==> src/rtl/mem_port_arbiter_if.sv <==
// Bundle of the two requester ports, the shared memory port and the arbiter
// status outputs. The arbiter uses the slave view. Requesters and the memory
// use the master view.
interface mem_port_arbiter_if;
  // Requester side
  logic        req0;
  logic        req1;
  logic        we0;
  logic        we1;
  logic [31:0] adr0;
  logic [31:0] adr1;
  logic [31:0] wd0;
  logic [31:0] wd1;
  logic        done0;
  logic        done1;
  logic [31:0] rdata;

  // Memory side
  logic        mem_en;
  logic        mem_we;
  logic [31:0] mem_adr;
  logic [31:0] mem_wd;
  logic [31:0] mem_rd;

  // Status
  logic        busy;
  logic        owner;

  modport slave (
    input  req0, req1, we0, we1, adr0, adr1, wd0, wd1, mem_rd,
    output done0, done1, rdata, mem_en, mem_we, mem_adr, mem_wd, busy, owner
  );

  modport master (
    output req0, req1, we0, we1, adr0, adr1, wd0, wd1, mem_rd,
    input  done0, done1, rdata, mem_en, mem_we, mem_adr, mem_wd, busy, owner
  );
endinterface

==> src/rtl/mem_port_arbiter.sv <==
// Two-port arbiter for the unified memory port of the multicycle core.
// Port 0 (core) has fixed priority. Port 1 (loader/DMA) is guaranteed a grant
// after MAX_CONSEC consecutive port-0 wins while it waits. Each access runs
// through IDLE -> ACCESS -> [WAIT] -> DONE. The winner's command is registered,
// and every output comes from a register or is decoded from state. A request
// never reaches the memory port combinationally.
module mem_port_arbiter #(
  parameter int unsigned RD_LAT     = 1,  // read latency after ACCESS, 1..4
  parameter int unsigned MAX_CONSEC = 4   // port-0 streak limit while port 1 waits, 1..15
) (
  input logic               clk,
  input logic               reset_n,
  mem_port_arbiter_if.slave bus
);

  typedef enum logic [1:0] {
    StIdle   = 2'd0,
    StAccess = 2'd1,
    StWait   = 2'd2,
    StDone   = 2'd3
  } state_e;

  state_e      state_q, state_d;
  logic [2:0]  wait_q, wait_d;
  logic [3:0]  consec_q, consec_d;
  logic        owner_q, owner_d;
  logic        we_q, we_d;
  logic [31:0] adr_q, adr_d;
  logic [31:0] wd_q, wd_d;
  logic [31:0] rdata_q, rdata_d;

  logic        any_req;
  logic        grant1;
  logic        streak_full;

  // Arbitration decision, only consumed while idle
  always_comb begin
    any_req     = bus.req0 | bus.req1;
    streak_full = (consec_q == 4'(MAX_CONSEC));
    // Port 1 wins when alone, or when port 0 has used up its streak
    grant1      = bus.req1 & (~bus.req0 | streak_full);
  end

  // Next-state and command/data register updates
  always_comb begin
    state_d  = state_q;
    wait_d   = wait_q;
    consec_d = consec_q;
    owner_d  = owner_q;
    we_d     = we_q;
    adr_d    = adr_q;
    wd_d     = wd_q;
    rdata_d  = rdata_q;

    case (state_q)
      StIdle: begin
        if (any_req) begin
          owner_d = grant1;
          we_d    = grant1 ? bus.we1  : bus.we0;
          adr_d   = grant1 ? bus.adr1 : bus.adr0;
          wd_d    = grant1 ? bus.wd1  : bus.wd0;
          state_d = StAccess;
          if (grant1) begin
            consec_d = 4'd0;
          end else if (bus.req1 && !streak_full) begin
            // Port 1 was passed over, so count towards its guaranteed slot
            consec_d = consec_q + 4'd1;
          end
        end
      end

      StAccess: begin
        if (we_q) begin
          state_d = StDone;
        end else begin
          state_d = StWait;
          wait_d  = 3'(RD_LAT);
        end
      end

      StWait: begin
        // A zero count cannot occur normally. Treating it like 1 avoids a lock-up.
        if (wait_q <= 3'd1) begin
          rdata_d = bus.mem_rd;
          wait_d  = 3'd0;
          state_d = StDone;
        end else begin
          wait_d = wait_q - 3'd1;
        end
      end

      StDone: begin
        state_d = StIdle;
      end

      default: begin
        state_d = StIdle;
      end
    endcase
  end

  // State, counters and registered command/data
  always_ff @(posedge clk or negedge reset_n) begin
    if (!reset_n) begin
      state_q  <= StIdle;
      wait_q   <= 3'd0;
      consec_q <= 4'd0;
      owner_q  <= 1'b0;
      we_q     <= 1'b0;
      adr_q    <= 32'd0;
      wd_q     <= 32'd0;
      rdata_q  <= 32'd0;
    end else begin
      state_q  <= state_d;
      wait_q   <= wait_d;
      consec_q <= consec_d;
      owner_q  <= owner_d;
      we_q     <= we_d;
      adr_q    <= adr_d;
      wd_q     <= wd_d;
      rdata_q  <= rdata_d;
    end
  end

  // Outputs decoded from state and registers only
  always_comb begin
    bus.mem_en  = (state_q == StAccess);
    bus.mem_we  = (state_q == StAccess) & we_q;
    bus.busy    = (state_q != StIdle);
    // owner reads 0 when idle even though owner_q keeps the last winner
    bus.owner   = (state_q != StIdle) & owner_q;
    bus.done0   = (state_q == StDone) & ~owner_q;
    bus.done1   = (state_q == StDone) &  owner_q;
    bus.mem_adr = adr_q;
    bus.mem_wd  = wd_q;
    bus.rdata   = rdata_q;
  end

endmodule
==> src/flat_wrapper.sv <==
// flat-port wrapper written by rule: the top's interface ports become plain ports
module mem_port_arbiter_flat 
#(
  parameter int unsigned RD_LAT     = 1,                                    
  parameter int unsigned MAX_CONSEC = 4                                                   
)
  (clk, reset_n, bus_req0, bus_req1, bus_we0, bus_we1, bus_adr0, bus_adr1, bus_wd0, bus_wd1, bus_mem_rd, bus_done0, bus_done1, bus_rdata, bus_mem_en, bus_mem_we, bus_mem_adr, bus_mem_wd, bus_busy, bus_owner);
  mem_port_arbiter_if bus_i ();
  input logic clk;
  input logic reset_n;
  input wire logic [$bits(bus_i.req0)-1:0] bus_req0;
  input wire logic [$bits(bus_i.req1)-1:0] bus_req1;
  input wire logic [$bits(bus_i.we0)-1:0] bus_we0;
  input wire logic [$bits(bus_i.we1)-1:0] bus_we1;
  input wire logic [$bits(bus_i.adr0)-1:0] bus_adr0;
  input wire logic [$bits(bus_i.adr1)-1:0] bus_adr1;
  input wire logic [$bits(bus_i.wd0)-1:0] bus_wd0;
  input wire logic [$bits(bus_i.wd1)-1:0] bus_wd1;
  input wire logic [$bits(bus_i.mem_rd)-1:0] bus_mem_rd;
  output wire logic [$bits(bus_i.done0)-1:0] bus_done0;
  output wire logic [$bits(bus_i.done1)-1:0] bus_done1;
  output wire logic [$bits(bus_i.rdata)-1:0] bus_rdata;
  output wire logic [$bits(bus_i.mem_en)-1:0] bus_mem_en;
  output wire logic [$bits(bus_i.mem_we)-1:0] bus_mem_we;
  output wire logic [$bits(bus_i.mem_adr)-1:0] bus_mem_adr;
  output wire logic [$bits(bus_i.mem_wd)-1:0] bus_mem_wd;
  output wire logic [$bits(bus_i.busy)-1:0] bus_busy;
  output wire logic [$bits(bus_i.owner)-1:0] bus_owner;
  assign bus_i.req0 = bus_req0;
  assign bus_i.req1 = bus_req1;
  assign bus_i.we0 = bus_we0;
  assign bus_i.we1 = bus_we1;
  assign bus_i.adr0 = bus_adr0;
  assign bus_i.adr1 = bus_adr1;
  assign bus_i.wd0 = bus_wd0;
  assign bus_i.wd1 = bus_wd1;
  assign bus_i.mem_rd = bus_mem_rd;
  assign bus_done0 = bus_i.done0;
  assign bus_done1 = bus_i.done1;
  assign bus_rdata = bus_i.rdata;
  assign bus_mem_en = bus_i.mem_en;
  assign bus_mem_we = bus_i.mem_we;
  assign bus_mem_adr = bus_i.mem_adr;
  assign bus_mem_wd = bus_i.mem_wd;
  assign bus_busy = bus_i.busy;
  assign bus_owner = bus_i.owner;
  mem_port_arbiter #(.RD_LAT(RD_LAT), .MAX_CONSEC(MAX_CONSEC)) u_core (.clk(clk), .reset_n(reset_n), .bus(bus_i));
endmodule
==> config.mk <==
export PLATFORM = sky130hd
export DESIGN_NAME = mem_port_arbiter_flat
export DESIGN_NICKNAME = d
export VERILOG_FILES = /design/src/rtl/mem_port_arbiter_if.sv /design/src/rtl/mem_port_arbiter.sv /design/src/flat_wrapper.sv
export SDC_FILE = /design/constraint.sdc
export NUM_CORES = 1
export LEC_CHECK = 0
export BUFFER_PORTS_ARGS = -buffer_cell sky130_fd_sc_hd__buf_2
export CAP_MARGIN = 40
export CORE_ASPECT_RATIO = 1.75
export CORE_MARGIN = 1.5
export CORE_UTILIZATION = 25
export CTS_CLUSTER_DIAMETER = 80
export DETAILED_ROUTE_END_ITERATION = 16
export PLACE_DENSITY = 0.48
export SKIP_LAST_GASP = 1
export SYNTH_ARGS = -nofsm -noshare
export SYNTH_HDL_FRONTEND = slang
export SYNTH_SLANG_ARGS = --single-unit
==> constraint.sdc <==
create_clock -name clk -period 2.5 [get_ports clk]
set_clock_uncertainty 0.05 [all_clocks]
set_input_delay 0.5 -clock clk [delete_from_list [all_inputs] [get_ports clk]]
set_output_delay 0.5 -clock clk [all_outputs]
set_load 0.02 [all_outputs]
==> flow_summary.json <==
{
  "status": "finished, final reports clean",
  "setup_viol": 0,
  "io_pins": 268,
  "grt_max_degree": 49,
  "max_freq_ghz": 0.463,
  "yosys-top-cells-count": "107 x dfrtp_1, 103 x a21oi_1, 74 x nand2_1",
  "synth-main-ff-cell": "dfrtp_1",
  "min_path_type": "primary input to async pin",
  "gr-usage-met2": 0.269,
  "final_cells": 1009,
  "yosysMostFrequentCell": "dfrtp_1",
  "met3_usage": 0.0249,
  "syn_area_um2": 4930,
  "powerDensity_nw_per_um2": 1320,
  "syn_nets": 673,
  "tns_ns": 0,
  "insertion_delay_ns": 0.35,
  "ant_nets": 0,
  "post-route-min-period_ns": 2.16,
  "fin_crit_sh": 0.864,
  "nets": 933,
  "synth-seq-cells": 107,
  "syn_area_per_cell_um2": 9.91,
  "num_vias": 4521,
  "rsz0062_at_grt": "false",
  "arrival_ns": 1.61,
  "clkTransAtPathRegs_ns": 0.07,
  "slew-limit-headroom": 0.581,
  "antenna_found_initial": 5,
  "grt_pass1_wl_mm": 23.8,
  "yosys-top-cells-area": "dfrtp_1 54%, a21oi_1 10%, nand2_1 5.6%, a21oi_2 5.3%, nor2_1 5.2%",
  "drt_iter0_markers": 110,
  "ys_seq_area_frac": 0.543,
  "dp_cells": 988,
  "htree_levels": 3,
  "avgViaCountPerCell": 4.48,
  "yosysUniqueCellTypes": 32,
  "ctsRootBufferMaster": "clkbuf_16",
  "leakagePower_nw": 3.39,
  "fp.dieH_um": 189,
  "grt_pass1_vias": 4520,
  "cp-end-kind": "output port",
  "ctsResizeCount": 0,
  "async_flop_share": 1.00,
  "routed_wl_mm": 15.8,
  "worst-path-max-fanout": 7,
  "die_w_um": 109,
  "grtUsageMet1": 0.168,
  "drt-wirelength-per-cell_um": 15.6,
  "cts_hold_buffers": 0,
  "final_layout_size_suffix_gt1_frac": 0.464,
  "drc": 0,
  "synth_warnings": 0,
  "track_usage": 0.153,
  "post-cts-setup-buffer-count": 0,
  "start_util": 0.256,
  "numCtsBuffers": 9,
  "synthToLayoutAreaGrowth_pct": 39.6,
  "fp-row-count": 67,
  "core_um2": 19300,
  "dieArea_um2": 20600,
  "hold_viol_final": 0,
  "required_ns": 1.95,
  "cts.sinks": 107,
  "yosys.area.top_type": "dfrtp_1",
  "synth-edff-count": 0,
  "peakVddDrop_mv": 0.500,
  "numPortBuffers": 267,
  "grt_remaining_overflow": 0,
  "yosysTopAreaCellShare": 0.543,
  "setup.worst_path.start_class": "register",
  "ctsLongestPathBuffers": 2,
  "dr.pass1.iters": 4,
  "crit_type": "register to output port",
  "gp_congestion": 0.799,
  "post-dp-hpwl_mm": 11.8,
  "cts_tree": "yes",
  "worst_pin_slew_ns": 0.629,
  "drv_cap": 0,
  "synthCells": 498,
  "top_usage_layer": "met2",
  "report.final.slew_viol_count": 0
}
-- critical path: stages (launching register included) --
cell and delay [ns]:
dfrtp_1 0.43, inv_1 0.13, ha_1 0.36, inv_1 0.15, buf_2 0.19
-- area by class of cell --
class	count	area, um^2
multi-input combinational	350	2040
clock buffer	9	225
tap	241	302
fill	2050	12400
clock inverter	7	116
inverter	10	37.5
sequential	107	2680
timing repair buffer	280	1470
antenna	5	12.5
-- placed cells by master, fill, tap and decap left out, types with 4 or more instances in the layout --
master,n
nor2b_1,4
mux2_1,12
buf_2,266
a21oi_2,30
mux2_2,21
buf_4,11
nor2_1,68
diode_2,5
a21oi_1,103
ha_1,9
nand2_1,74
clkbuf_16,9
o21ai_0,6
dfrtp_1,107
inv_1,10
-- path summary, 6_finish.rpt --
check / start / end / slack [ns] / cells after the start
min in group clk: bus_mem_rd[30] / u_core.bus.rdata[30] / 0.31 / 2
worst max-delay path: u_core.state_q[0] / bus_busy / 0.34 / 4
worst max register to register: u_core.consec_q[0] / u_core.bus.mem_adr[24] / 0.49 / 7
worst min register to register: u_core.bus.rdata[3] / u_core.bus.rdata[3] / 0.44 / 1
worst min-delay path: reset_n / u_core.bus.rdata[21] / 0.02 / 1
max in group asynchronous: reset_n / u_core.bus.mem_wd[6] / 1.72 / 2
-- stage by stage --
stage                util  setup WS [ns]  total power [mW]  hold slack [ns]  instance area (um^2)
CTS                 0.357          0.299              9.29           0.0277                  6880
global route        0.357          0.225              9.82           0.0430                  6890
floorplan               -          0.820              6.00            0.154                  4930
detailed placement  0.339          0.506              7.61            0.415                  6540
finish              0.357          0.339              9.13           0.0226                  6890
global placement    0.339          0.558              7.56            0.414                  6540
-- registers in the layout, summed over array words and instances (netlist names) --
register and count:
u_core.owner_q 1, u_core.wait_q 3, u_core.bus.mem_adr 32, u_core.bus.rdata 32, u_core.we_q 1, u_core.consec_q 4
u_core.bus.mem_wd 32, u_core.state_q 2
-- routing by layer --
layer | vias to the layer above | share of wire
met3 | 32 | 0.047
met1 | 2138 | 0.38
met5 | - | 0
met4 | 0 | 0.038
met2 | 160 | 0.54
li1 | 2191 | -
-- power by group --
part	internal [mW]	leakage (nW)	switching (mW)
Combinational	1.69	2.01	2.75
Clock	0.978	0.165	0.655
Sequential	2.61	1.22	0.442
Total	5.28	3.39	3.85
-- cell families after synthesis --
family          count (synthesis)  share of synthesized area
compound gates                152                      0.184
fa+ha+maj                       9                     0.0228
buf+inv                        41                     0.0505
flops                         107                      0.543
mux                            33                     0.0753
simple gates                  156                      0.125
No activity file was read; power rests on OpenSTA's default activity.
